## src/rtl/bam_mul_arbiter.sv

```systemverilog
// Round-robin share of one combinational BAM multiplier core between NREQ valid/ready requesters.
// Operand register -> core -> result register: accept at edge t, response handshake from edge t+2; stalls ripple back from rsp_ready.
module bam_mul_arbiter #(
  parameter int NREQ  = 4,
  parameter int WIDTH = 8,
  parameter int IDW   = 2,
  parameter int CNTW  = 16
) (
  input  logic                    clk,
  input  logic                    rst,
  input  logic [NREQ-1:0]         req_valid,
  output logic [NREQ-1:0]         req_ready,
  input  logic [NREQ*WIDTH-1:0]   req_a,
  input  logic [NREQ*WIDTH-1:0]   req_b,
  output logic [WIDTH-1:0]        mul_a,
  output logic [WIDTH-1:0]        mul_b,
  input  logic [2*WIDTH-1:0]      mul_p,
  output logic                    rsp_valid,
  input  logic                    rsp_ready,
  output logic [IDW-1:0]          rsp_id,
  output logic [2*WIDTH-1:0]      rsp_data,
  output logic [CNTW-1:0]         op_count,
  output logic                    busy
);

  localparam logic [IDW:0] NREQ_W = (IDW+1)'(NREQ);

  logic                 s1_v_q, s1_v_d;
  logic [IDW-1:0]       s1_id_q, s1_id_d;
  logic [WIDTH-1:0]     mul_a_q, mul_a_d;
  logic [WIDTH-1:0]     mul_b_q, mul_b_d;
  logic                 s2_v_q, s2_v_d;
  logic [IDW-1:0]       rsp_id_q, rsp_id_d;
  logic [2*WIDTH-1:0]   rsp_data_q, rsp_data_d;
  logic [IDW-1:0]       rr_ptr_q, rr_ptr_d;
  logic [CNTW-1:0]      op_count_q, op_count_d;

  logic                 s1_ld, s2_ld;
  logic [2*NREQ-1:0]    req_rot;
  logic                 gnt_found, gnt_vld;
  logic [IDW:0]         gnt_sum;
  logic [IDW-1:0]       gnt_idx;

  assign s2_ld = !s2_v_q | rsp_ready;
  assign s1_ld = !s1_v_q | s2_ld;

  // Rotate so bit 0 is the rr_ptr requester; the lowest set bit then wins.
  always_comb begin
    req_rot   = {req_valid, req_valid} >> rr_ptr_q;
    gnt_found = 1'b0;
    gnt_sum   = '0;
    for (int k = NREQ - 1; k >= 0; k--) begin
      if (req_rot[k]) begin
        gnt_found = 1'b1;
        gnt_sum   = {1'b0, rr_ptr_q} + (IDW+1)'(k);
      end
    end
    gnt_idx = (gnt_sum >= NREQ_W) ? IDW'(gnt_sum - NREQ_W) : gnt_sum[IDW-1:0];
    gnt_vld = !rst & s1_ld & gnt_found;
    req_ready = '0;
    if (gnt_vld) req_ready[gnt_idx] = 1'b1;
  end

  always_comb begin
    s1_v_d     = s1_v_q;
    s1_id_d    = s1_id_q;
    mul_a_d    = mul_a_q;
    mul_b_d    = mul_b_q;
    rr_ptr_d   = rr_ptr_q;
    s2_v_d     = s2_v_q;
    rsp_id_d   = rsp_id_q;
    rsp_data_d = rsp_data_q;
    op_count_d = op_count_q;

    if (s1_ld) begin
      if (gnt_vld) begin
        s1_v_d   = 1'b1;
        s1_id_d  = gnt_idx;
        mul_a_d  = req_a[int'(gnt_idx)*WIDTH +: WIDTH];
        mul_b_d  = req_b[int'(gnt_idx)*WIDTH +: WIDTH];
        rr_ptr_d = (gnt_idx == IDW'(NREQ - 1)) ? '0 : gnt_idx + 1'b1;
      end else begin
        // Idle operands are zeroed so the core stops toggling.
        s1_v_d  = 1'b0;
        mul_a_d = '0;
        mul_b_d = '0;
      end
    end

    if (s2_ld) begin
      s2_v_d = s1_v_q;
      if (s1_v_q) begin
        rsp_data_d = mul_p;
        rsp_id_d   = s1_id_q;
      end
    end

    if (s2_v_q && rsp_ready && (op_count_q != '1)) op_count_d = op_count_q + 1'b1;
  end

  always_ff @(posedge clk or posedge rst) begin
    if (rst) begin
      s1_v_q     <= 1'b0;
      s1_id_q    <= '0;
      mul_a_q    <= '0;
      mul_b_q    <= '0;
      rr_ptr_q   <= '0;
      s2_v_q     <= 1'b0;
      rsp_id_q   <= '0;
      rsp_data_q <= '0;
      op_count_q <= '0;
    end else begin
      s1_v_q     <= s1_v_d;
      s1_id_q    <= s1_id_d;
      mul_a_q    <= mul_a_d;
      mul_b_q    <= mul_b_d;
      rr_ptr_q   <= rr_ptr_d;
      s2_v_q     <= s2_v_d;
      rsp_id_q   <= rsp_id_d;
      rsp_data_q <= rsp_data_d;
      op_count_q <= op_count_d;
    end
  end

  assign mul_a     = mul_a_q;
  assign mul_b     = mul_b_q;
  assign rsp_valid = s2_v_q;
  assign rsp_id    = rsp_id_q;
  assign rsp_data  = rsp_data_q;
  assign op_count  = op_count_q;
  assign busy      = s1_v_q | s2_v_q;

endmodule
```

## config.mk

```make
export PLATFORM = sky130hd
export DESIGN_NAME = bam_mul_arbiter
export DESIGN_NICKNAME = d
export VERILOG_FILES = /design/src/rtl/bam_mul_arbiter.sv
export SDC_FILE = /design/constraint.sdc
export NUM_CORES = 1
export LEC_CHECK = 0
export CAP_MARGIN = 20
export CORE_MARGIN = 2
export CORE_UTILIZATION = 44
export CTS_BUF_LIST = sky130_fd_sc_hd__clkbuf_4 sky130_fd_sc_hd__clkbuf_8 sky130_fd_sc_hd__clkbuf_16
export CTS_CLUSTER_DIAMETER = 80
export DETAILED_ROUTE_END_ITERATION = 16
export GPL_TIMING_DRIVEN = 0
export PLACE_DENSITY = 0.93
export SYNTH_ARGS = -nofsm -noshare
export SYNTH_HDL_FRONTEND = slang
export SYNTH_SLANG_ARGS = --single-unit
```

## constraint.sdc

```tcl
create_clock -name clk -period 6.45 [get_ports clk]
set_input_delay 0.645 -clock clk [delete_from_list [all_inputs] [get_ports clk]]
set_output_delay 0.645 -clock clk [all_outputs]
set_load 0.02 [all_outputs]
```

Word level (Yosys, flattened, before mapping)
Index checks and enable logic that the tools add are counted.
{"block": "classes", "addsub": 6, "n_mul": 0, "n_div": 0, "order_cmp": 3, "n_eq_ne": 2, "shifts": 3, "mux": 16, "bitwise_logic": 5, "reduce_logical": 8}
{"operator": "$shiftx 32x6->8", "count": 2}
{"operator": "$add 16x1->16 const B", "count": 1}
{"operator": "$mux 8", "count": 2}
{"operator": "$ne 16x16->1 const B", "count": 1}
{"operator": "$mux 3", "count": 4}
{"operator": "$shr 8x2->4", "count": 1}
{"operator": "$add 2x2->3 const B", "count": 2}
{"operator": "$mux 1", "count": 6}
{"operator": "$mux 2", "count": 2}
{"operator": "$mux 4", "count": 1}
{"operator": "$reduce_and 2->1", "count": 2}
{"operator": "$add 2x1->3 const B", "count": 1}
{"operator": "$ge 3x3->1 const B", "count": 1}
{"operator": "$logic_and 1x1->1", "count": 3}
{"operator": "$logic_not 1->1", "count": 3}
{"operator": "$lt 2x3->1 const B", "count": 1}
{"operator": "$or 1x1->1", "count": 3}
{"operator": "$add 2x1->2 const B", "count": 1}
{"operator": "$and 1x1->1", "count": 2}
{"operator": "$demux 1 s2", "count": 1}
{"operator": "$eq 2x2->1 const B", "count": 1}
{"operator": "$ge 2x1->1 const B", "count": 1}
{"operator": "$sub 2x1->2 const B", "count": 1}
{"block": "totals", "regBits": 56, "latch_bits": 0, "ram_bits": 0, "mem_bits_ro": 0, "input_bits": 87, "output_inout_bits": 56, "elab_cells": 52, "mem_count": 0}

Logic depth before layout (Yosys ltp)
Gate-level depths: netlist of run 1.
{"block": "depth", "ltp_word": 12, "mapped_depth": 8, "ltp_nobuf": 6}

Worst setup path before layout of run 1
No wires, ideal clock.
{"block": "synth_path", "path_type": "input port to output port", "start": "input port rst", "end": "output port req_ready[0]", "arrival_ns": 3.002, "t_required_ns": 5.805, "slack_ns": 2.803, "path_stages": 5, "n_path_buf": 1, "path_cell_list": "inv_1 > o41ai_1 > nor2_1 > clkbuf_1 > and2_1"}
{"block": "synth_via", "elab_chain_cells": 4}
{"element": "from (decl)", "line_no": "10", "source": "input logic rst,"}
{"element": "$logic_not 1->1 (no line)"}
{"element": "$and 1x1->1 (2 in series)", "line_no": "59", "source": "gnt_vld = !rst & s1_ld & gnt_found;"}
{"element": "$mux 4", "line_no": "61", "source": "if (gnt_vld) req_ready[gnt_idx] = 1'b1;"}
{"element": "to (decl)", "line_no": "12", "source": "output logic [NREQ-1:0] req_ready,"}
Every way passes these cells.

Final worst setup path of run 1
{"block": "layout_path", "start": "input port rst", "end": "output port req_ready[3]"}
Same word-level chain as after synthesis.

==> flow_summary.toml, run 1 <==
[synthesis]
yosysSeqAreaShare_pct = 48.40
syn_area_per_cell_um2 = 12.37
synth_mux_area_share_pct = 25.50
synth_xor_xnor_area_share_pct = 4.538
syn_inst = 234
syn-num-nets = 326
synth-compound-area-share_pct = 7.390
synth-seq-cells = 56
yosys_warnings = 0
yosys.area_share.simple_pct = 8.600
synth_top_family_by_area = "multiplexers"
synth_adder_area_share_pct = 2.161
yosysUniqueCellTypes = 36
synth_area_um2 = 2895

[floorplan]
start_util_pct = 45.60
die_area_um2 = 7245
core-area_um2 = 6350
fp.dieW_um = 85.12
ios = 143
die_y_um = 85.12
row_count = 29

[power]
p_leak_nw = 2.052
p_total_mw = 1.331
power.density_nw_per_um2 = 292.9
ir_worst_vdd_uv = 160.7

[detailed_routing]
via_per_inst = 5.223
drtAntennaViolNets = 0
drc = 0
wl_per_cell_um = 16.12
drt_wl_total_um = 7448
drt_iter0_drc = 66
num_vias = 2413
first_pass_iters = 4

[hold_path]
hold_start = "op_count[14]$_DFFE_PP0P_"
hold_end = "op_count[14]$_DFFE_PP0P_"
worstHoldPathCells = 1
hp-class = "flip-flop to flip-flop"

[final_layout]
design_area_um2 = 4544
layout.nets = 476
area_growth_pct = 56.96
layout.cells.non_filler = 462
drive_gt1_share_pct = 12.21
diodes = 0
final_core_util_pct = 71.57

[setup_path]
crit_type = "primary input to output pin"
worstPathRequired_ns = 5.80
cp.arrival_ns = 3.36
cpPeakStageDelay_ns = 0.60
crit_fanout = 26
path_cells = "clkdlybuf4s50_1 -> inv_2 -> o41ai_1 -> nor2_1 -> clkbuf_1 -> and2_1 -> clkdlybuf4s50_1"
critPathCaptureType = "output pin"
r2r-end = "rr_ptr_q[1]$_DFFE_PP0P_"
slowest_stage = "clkdlybuf4s50_1"
cp-start-kind = "primary input"
ff2ff_setup_slack_ns = 4.32
cpMostUsedCell = "clkdlybuf4s50_1"
r2r_cells = 7
r2r_start = "rr_ptr_q[1]$_DFFE_PP0P_"

[clock_tree]
clkSinkCount = 56
clk_pin_slew_ns = 0.10
cts_setup_buffers = 0
cts_max_level = 2
cts_root_buffer = "clkbuf_8"
cts_tree = "done"
cts_resized = 0
clockBufferDepth = 2
clk_latency_ns = 0.30
cts_made_buffers = 5
cts_hold_buf = 0

[timing]
final.min_clock_period_ns = 4.010
tns_ns = 0
hold_viol = 0
fin_crit_sh_pct = 62.16
fin_ws_ns = 2.440
timing.hold.ws_ns = 0.5012
grt_setup_unrepaired = "no"
skew_ns = 0.004096
setup-violations-final = 0
relSlewSlack_pct = 61.56
worst_slew_pin_slew_ns = 0.5745
fmax_ghz = 0.2494
drv_slew = 0

[placement]
io_buffers = 142
dp_hpwl_um = 5956
placed_cells = 454
dpl-instance-area_um2 = 4433
pre_cts_ws_ns = 2.382
globalplace.congestion = 0.7526

[global_routing]
track_usage_pct = 21.04
grt_max_degree = 33
grt_pass1_wl_um = 12130
grt_pass1_vias = 2524
antenna_found_initial = 0
gr-total-overflow = 0

[flow_run]
maxCapViolCount = 0

[run_status]
status = "finished clean"
==> layout by cell type (no fill, tap or decap), drive strengths merged, types with 2 or more instances in the layout <==
master / instances
a22o: 16
nor2: 10
a21oi: 4
o21ai: 2
inv: 7
nand4: 3
and4: 2
xnor2: 7
nand2: 9
xor2: 8
buf: 8
dfrtp: 56
ha: 5
and2: 4
nand3: 7
clkbuf: 9
and3: 2
clkdlybuf4s50: 142
mux2: 22
mux2i: 49
==> worst max-delay path, delay by kind of cell <==
family	cells	cell delay, ns
AO/OA/AOI/OAI	1	0.23
buffers and inverters	4	1.81
AND/OR/NAND/NOR	2	0.67
==> per-layer routing <==
| layer | vias to the layer above | GRT usage [%] | part of all wire [%] |
|---|---|---|---|
| met5 | - | 0 | 0 |
| met4 | 0 | 5.483 | 1.6 |
| li1 | 1141 | - | - |
| met1 | 1157 | 24.53 | 39 |
| met2 | 105 | 38.42 | 52 |
| met3 | 10 | 5.253 | 7.6 |
==> worst max-delay path by stage <==
stage,endpoint,depth (start not counted),from
2_1_floorplan,req_ready[0],5,rst
3_3_place_gp,req_ready[3],7,rst
3_5_place_dp,req_ready[3],7,rst
4_1_cts,req_ready[3],7,rst
5_1_grt,req_ready[3],7,rst
6_report,req_ready[3],7,rst
==> flip-flops by register name (all words and copies together), names as in the netlist <==
| register | cells |
|---|---|
| op_count | 16 |
| rsp_data | 16 |
| mul_a | 8 |
| mul_b | 8 |
| rr_ptr_q | 2 |
| rsp_id | 2 |
| s1_id_q | 2 |
| rsp_valid | 1 |
| s1_v_q | 1 |
==> final cells by class <==
cell class	count	area [um^2]
clock inverters	2	35.03
inverters	7	26.28
clock buffers	6	76.32
well taps	77	96.34
flip-flops and latches	56	1401
plain buffers	10	72.57
multi-input cells	161	1395
repair buffers	143	1441
fillers	469	1805
==> where the power goes <==
part / internal, mW / leakage [nW] / total, mW / switching [mW]
clock: 0.120 / 0.0586 / 0.228 / 0.108
sequential: 0.430 / 0.700 / 0.497 / 0.0670
combinational: 0.327 / 1.29 / 0.606 / 0.279
==> Yosys cell counts (all sizes together) <==
cell type,count,area [um^2]
a211o,1,8.760
o41ai,1,8.760
o2bb2a,1,10.01
ha,5,62.56
nand4,3,33.78
or3b,1,8.760
clkbuf,3,11.26
nor4,1,6.260
mux2,22,247.7
xnor2,7,61.31
inv,7,26.28
nor2,10,42.54
o221ai,1,8.760
nor3,1,5.000
and3,2,13.77
xor2,8,70.07
a21boi,1,7.510
o21ai,2,10.01
a22o,16,140.1
nand3,7,35.03
or2,1,6.260
or4,1,11.26
and2,4,25.02
buf,7,61.30
nand2,9,33.78
a21oi,4,20.02
and4,2,21.27
dfrtp,56,1401
mux2i,49,490.5
nand2b,1,6.260
==> kinds of logic (layout without fill, tap and decap cells) <==
logic type               Yosys count  in the layout
adder cells (fa/ha/maj)            5              5
buffers and inverters             17            168
multiplexers                      71             71
AO/OA/AOI/OAI                     27             27
flip-flops                        56             56
XOR/XNOR                          15             15
AND/OR/NAND/NOR                   43             43
Power figures use the tool's default switching activity.
==> run 2, diff against run 1 <==
- CORE_UTILIZATION: 44 -> 37
- PLACE_DENSITY: 0.93 -> 0.85
- clock period: 6.45 -> 3.21 ns (I/O delays scaled with it)
==> run 2 against run 1 <==
  * Routed wire length fell by 0.77%
  * Worst setup slack got worse by 2.2 ns
  * Cell area rose by 1.7%
  * Sequential power rose by 100%
  * Highest routed layer unchanged
  * Clock-buffer cell count fell by 1
  * Clock power rose by 110%
  * Cell count rose by 6.5%
  * Clock skew rose by 0.00067 ns
  * Power rose by 100%
==> flow_summary.toml, run 2 (synthesis gave the netlist of run 1 again) <==
[setup_path]
critPathCaptureType = "output pin"
cp-start-kind = "primary input"
r2r_start = "rr_ptr_q[1]$_DFFE_PP0P_"
crit_type = "primary input to output pin"
startpoint = "req_valid[2]"
cp.arrival_ns = 2.66
crit_fanout = 11
worstPathRequired_ns = 2.89

[clock_tree]
cts_made_buffers = 5
clk_latency_ns = 0.31
clockBufferDepth = 2
cts_max_level = 2
clkSinkCount = 56
clk_pin_slew_ns = 0.10
cts_root_buffer = "clkbuf_8"
cts_tree = "done"

[timing]
worst_slew_pin_slew_ns = 0.6228
skew_ns = 0.004769
fmax_ghz = 0.3356
relSlewSlack_pct = 58.48
hold_viol = 0
grt_setup_unrepaired = "no"
setup-violations-final = 0
final.min_clock_period_ns = 2.980
drv_slew = 0
fin_crit_sh_pct = 92.84
tns_ns = 0

[placement]
dpl-instance-area_um2 = 4464
io_buffers = 142
globalplace.congestion = 0.8759
dp_hpwl_um = 5749

[final_layout]
layout.nets = 481
design_area_um2 = 4623
diodes = 0
final_core_util_pct = 60.45
area_growth_pct = 59.68
layout_commonest_cell = "clkdlybuf4s50_1"
drive_gt1_share_pct = 13.85
most-common-layout-cells = "clkdlybuf4s50_1 (142), dfrtp_1 (56), mux2i_1 (49)"
nFillCells = 612

[global_routing]
grt_max_degree = 31
gr-total-overflow = 0
track_usage_pct = 17.41
antenna_found_initial = 0
grt_pass1_wl_um = 11740
grt_pass1_vias = 2469

[detailed_routing]
via_per_inst = 4.886
top_layer = "met4"
wl_per_cell_um = 15.02
first_pass_iters = 4
drc = 0
num_vias = 2404
dr_wl_met3_um = 620
drt_wl_total_um = 7391
met2_length_um = 3718
drtAntennaViolNets = 0
drt_iter0_drc = 54
m1WireLength_um = 2993

[power]
p_total_mw = 2.690
ir_worst_vdd_uv = 272.1
p_leak_nw = 2.076
power.density_nw_per_um2 = 581.8

[floorplan]
core-area_um2 = 7647
fp.dieW_um = 92.46
die_area_um2 = 8549
start_util_pct = 37.86
row_count = 32
ios = 143
die_y_um = 92.46

[flow_run]
maxCapViolCount = 0

[hold_path]
hp-class = "primary input to async pin"

[run_status]
status = "finished clean"
## run 2: cell count changes in the layout (fill, tap and decap cells not counted), sizes merged
cell	before	now
clkinv	1	0
clkbuf	9	8
inv	7	8
buf	8	13
clkinvlp	0	1
## run 2: layout make-up
| class | count | area, um^2 | share of cell area (%) |
|---|---|---|---|
| buffer | 10 | 73.82 | 1.597 |
| tap | 102 | 127.6 | 2.760 |
| timing repair buffer | 148 | 1479 | 31.99 |
| multi-input combinational | 161 | 1398 | 30.23 |
| clock buffer | 5 | 68.82 | 1.488 |
| clock inverter | 3 | 46.29 | 1.001 |
| inverter | 7 | 28.78 | 0.6225 |
| sequential | 56 | 1401 | 30.31 |
## run 2: per-layer routing
metal	global-route usage, %	up-vias
met3	5.452	5
met1	19.82	1133
met5	0	-
met2	31.51	117
li1	-	1149
met4	4.478	0
## run 2: power breakdown
group | internal [mW] | switching, mW | leakage [nW] | total, mW
registers | 0.863 | 0.133 | 0.700 | 0.996
logic | 0.663 | 0.558 | 1.32 | 1.22
clock network | 0.235 | 0.238 | 0.0548 | 0.473
## run 2: worst paths after layout
kind	end	cells past startpoint	slack [ns]
max	req_ready[3]	9	0.23
min	rsp_data[4]$_DFFE_PP0P_	2	0.34
max reg2reg	rr_ptr_q[1]$_DFFE_PP0P_	7	1.09
min reg2reg	rsp_valid$_DFFE_PP0P_	2	0.51
max in group asynchronous	op_count[5]$_DFFE_PP0P_	3	2.41
min in group clk	rsp_valid$_DFFE_PP0P_	2	0.51
## run 2: critical path, stage by stage
cell and delay, ns:
clkdlybuf4s50_1 0.51, or3b_1 0.36, o221ai_1 0.08, buf_4 0.23, buf_6 0.19, inv_1 0.10
ha_1 0.20, and2_1 0.13, clkdlybuf4s50_1 0.53
## run 2: repair_timing
action,4_1_cts,5_1_grt
setup endpoints to repair,4,4
hold buffers,0,0
gates cloned,0,0
pin swaps,1,1
gates resized for setup,2,2
setup buffers,0,5
## run 2: per-stage QoR
stage | hold WS [ns] | cells | setup slack, ns
after CTS | 0.3461 | 487 | 0.009566
after detailed placement | 0.4894 | 479 | -0.3725
after global placement | 0.4807 | 478 | -1.622
after global routing | 0.3645 | 492 | 0.04380
final | 0.3399 | 492 | 0.2298
after floorplan | 0.4633 | 234 | 0.2108
==> run 3, diff against run 2 <==
- MAX_ROUTING_LAYER: default -> met4
==> run 3 against run 2 <==
  * Via count did not move
  * Die area unchanged
  * Flip-flop and latch count unchanged
  * Sequential share of layout area did not move
  * Clock-buffer cell count is the same
  * Maximum frequency is essentially flat
  * Combinational power is essentially flat
  * Clock power is essentially flat
  * Critical path type unchanged
  * Critical endpoint unchanged
  * Highest routed layer unchanged
==> flow_summary.toml, run 3 (synthesis gave the netlist of run 1 again) <==
[placement]
pre_cts_ws_ns = -0.3725
io_buffers = 142
dp_hpwl_um = 5749
globalplace.congestion = 0.8903

[clock_tree]
clkSinkCount = 56
cts_hold_buf = 0
cts_made_buffers = 5
cts_root_buffer = "clkbuf_8"
clockBufferDepth = 2
cts_max_level = 2
clk_pin_slew_ns = 0.10
cts_tree = "done"
clk_latency_ns = 0.31

[run_status]
status = "finished clean"

[final_layout]
area_growth_pct = 59.68
diodes = 0
drive_gt1_share_pct = 13.85
most-common-layout-cells = "clkdlybuf4s50_1 (142), dfrtp_1 (56), mux2i_1 (49)"
layout.nets = 481
layout_commonest_cell = "clkdlybuf4s50_1"

[setup_path]
slowest_stage = "clkdlybuf4s50_1"
critPathCaptureType = "output pin"
crit_type = "primary input to output pin"
cpMostUsedCell = "clkdlybuf4s50_1"
r2r_cells = 7
path_cells = "clkdlybuf4s50_1 -> or3b_1 -> o221ai_1 -> buf_4 -> buf_6 -> inv_1 -> ha_1 -> and2_1 -> clkdlybuf4s50_1"
cpPeakStageDelay_ns = 0.53
cp-start-kind = "primary input"
worstPathRequired_ns = 2.89
crit_fanout = 11
cp.arrival_ns = 2.66

[flow_run]
maxCapViolCount = 0

[global_routing]
grt_max_degree = 31
grt_pass1_wl_um = 11740
track_usage_pct = 17.91
antenna_found_initial = 0
grt_pass1_vias = 2466
gr-total-overflow = 0

[floorplan]
die_y_um = 92.46
fp.dieW_um = 92.46
start_util_pct = 37.86
die_area_um2 = 8549
core-area_um2 = 7647
ios = 143
row_count = 32

[detailed_routing]
drt_iter0_drc = 51
drc = 0
num_vias = 2404
drt_wl_total_um = 7389
via_per_inst = 4.886
first_pass_iters = 4
wl_per_cell_um = 15.02
drtAntennaViolNets = 0

[timing]
relSlewSlack_pct = 58.54
final.min_clock_period_ns = 2.979
hold_viol = 0
setup-violations-final = 0
timing.hold.ws_ns = 0.3395
skew_ns = 0.004831
grt_setup_unrepaired = "no"
worst_slew_pin_slew_ns = 0.6197
fmax_ghz = 0.3357
drv_slew = 0
fin_crit_sh_pct = 92.80
fin_ws_ns = 0.2312

[hold_path]
hp-class = "primary input to async pin"

[power]
power.density_nw_per_um2 = 581.9
ir_worst_vdd_uv = 272.6
p_leak_nw = 2.076
-- run 3: cell counts in the layout (fill, tap and decap cells not counted) --
Identical to the previous run, type by type.
-- run 3: worst paths after layout --
check / from / to / slack [ns]
max in group asynchronous: rst / op_count[0]$_DFFE_PP0P_ / 2.41
worst max-delay path: req_valid[2] / req_ready[3] / 0.23
min in group clk: s1_v_q$_DFFE_PP0N_ / rsp_valid$_DFFE_PP0P_ / 0.51
worst min-delay path: rst / rsp_data[4]$_DFFE_PP0P_ / 0.34
worst min register to register: s1_v_q$_DFFE_PP0N_ / rsp_valid$_DFFE_PP0P_ / 0.51
worst max register to register: rr_ptr_q[1]$_DFFE_PP0P_ / rr_ptr_q[1]$_DFFE_PP0P_ / 1.09
-- run 3: power by group --
group	switching [mW]	internal (mW)
clock network	0.238	0.235
registers	0.132	0.863
logic	0.559	0.663
-- run 3: worst max-delay path, delay by kind of cell --
family | cells | cell delay, ns
adders and majority gates | 1 | 0.20
and+or+nand+nor | 2 | 0.49
buffers and inverters | 5 | 1.56
AOI/OAI and AO/OA | 1 | 0.08
-- run 3: stage by stage --
step	total power, mW	cell area, um^2	TNS [ns]	instances	utilization (%)
floorplan	1.694	2895	0	234	-
global placement	2.201	4444	-21.12	478	58.12
detailed placement	2.235	4464	-1.466	479	58.38
CTS	2.711	4584	0	487	59.95
global route	2.842	4623	0	492	60.45
finish	2.690	4623	0	492	60.45
-- run 3: repair_timing --
action,CTS,global route
gates resized for setup,2,2
endpoints found under the setup margin,4,4
hold endpoints to repair,0,0
pin swaps,1,1
setup buffers,0,5
-- run 3: final cells by class --
type	instances	area, um^2
multi-input cells	161	1398
fillers	612	3024
clock buffers	5	68.82
flip-flops and latches	56	1401
plain buffers	10	73.82
clock inverters	3	46.29
repair buffers	148	1479
inverters	7	28.78
well taps	102	127.6
-- run 3: routing by layer --
layer	vias to the layer above	global-route usage, %	wire length [um]
met5	-	-	0
met4	0	4.478	63
met3	5	4.068	511
met2	117	31.45	3721
met1	1132	20.82	3092
li1	1150	-	-
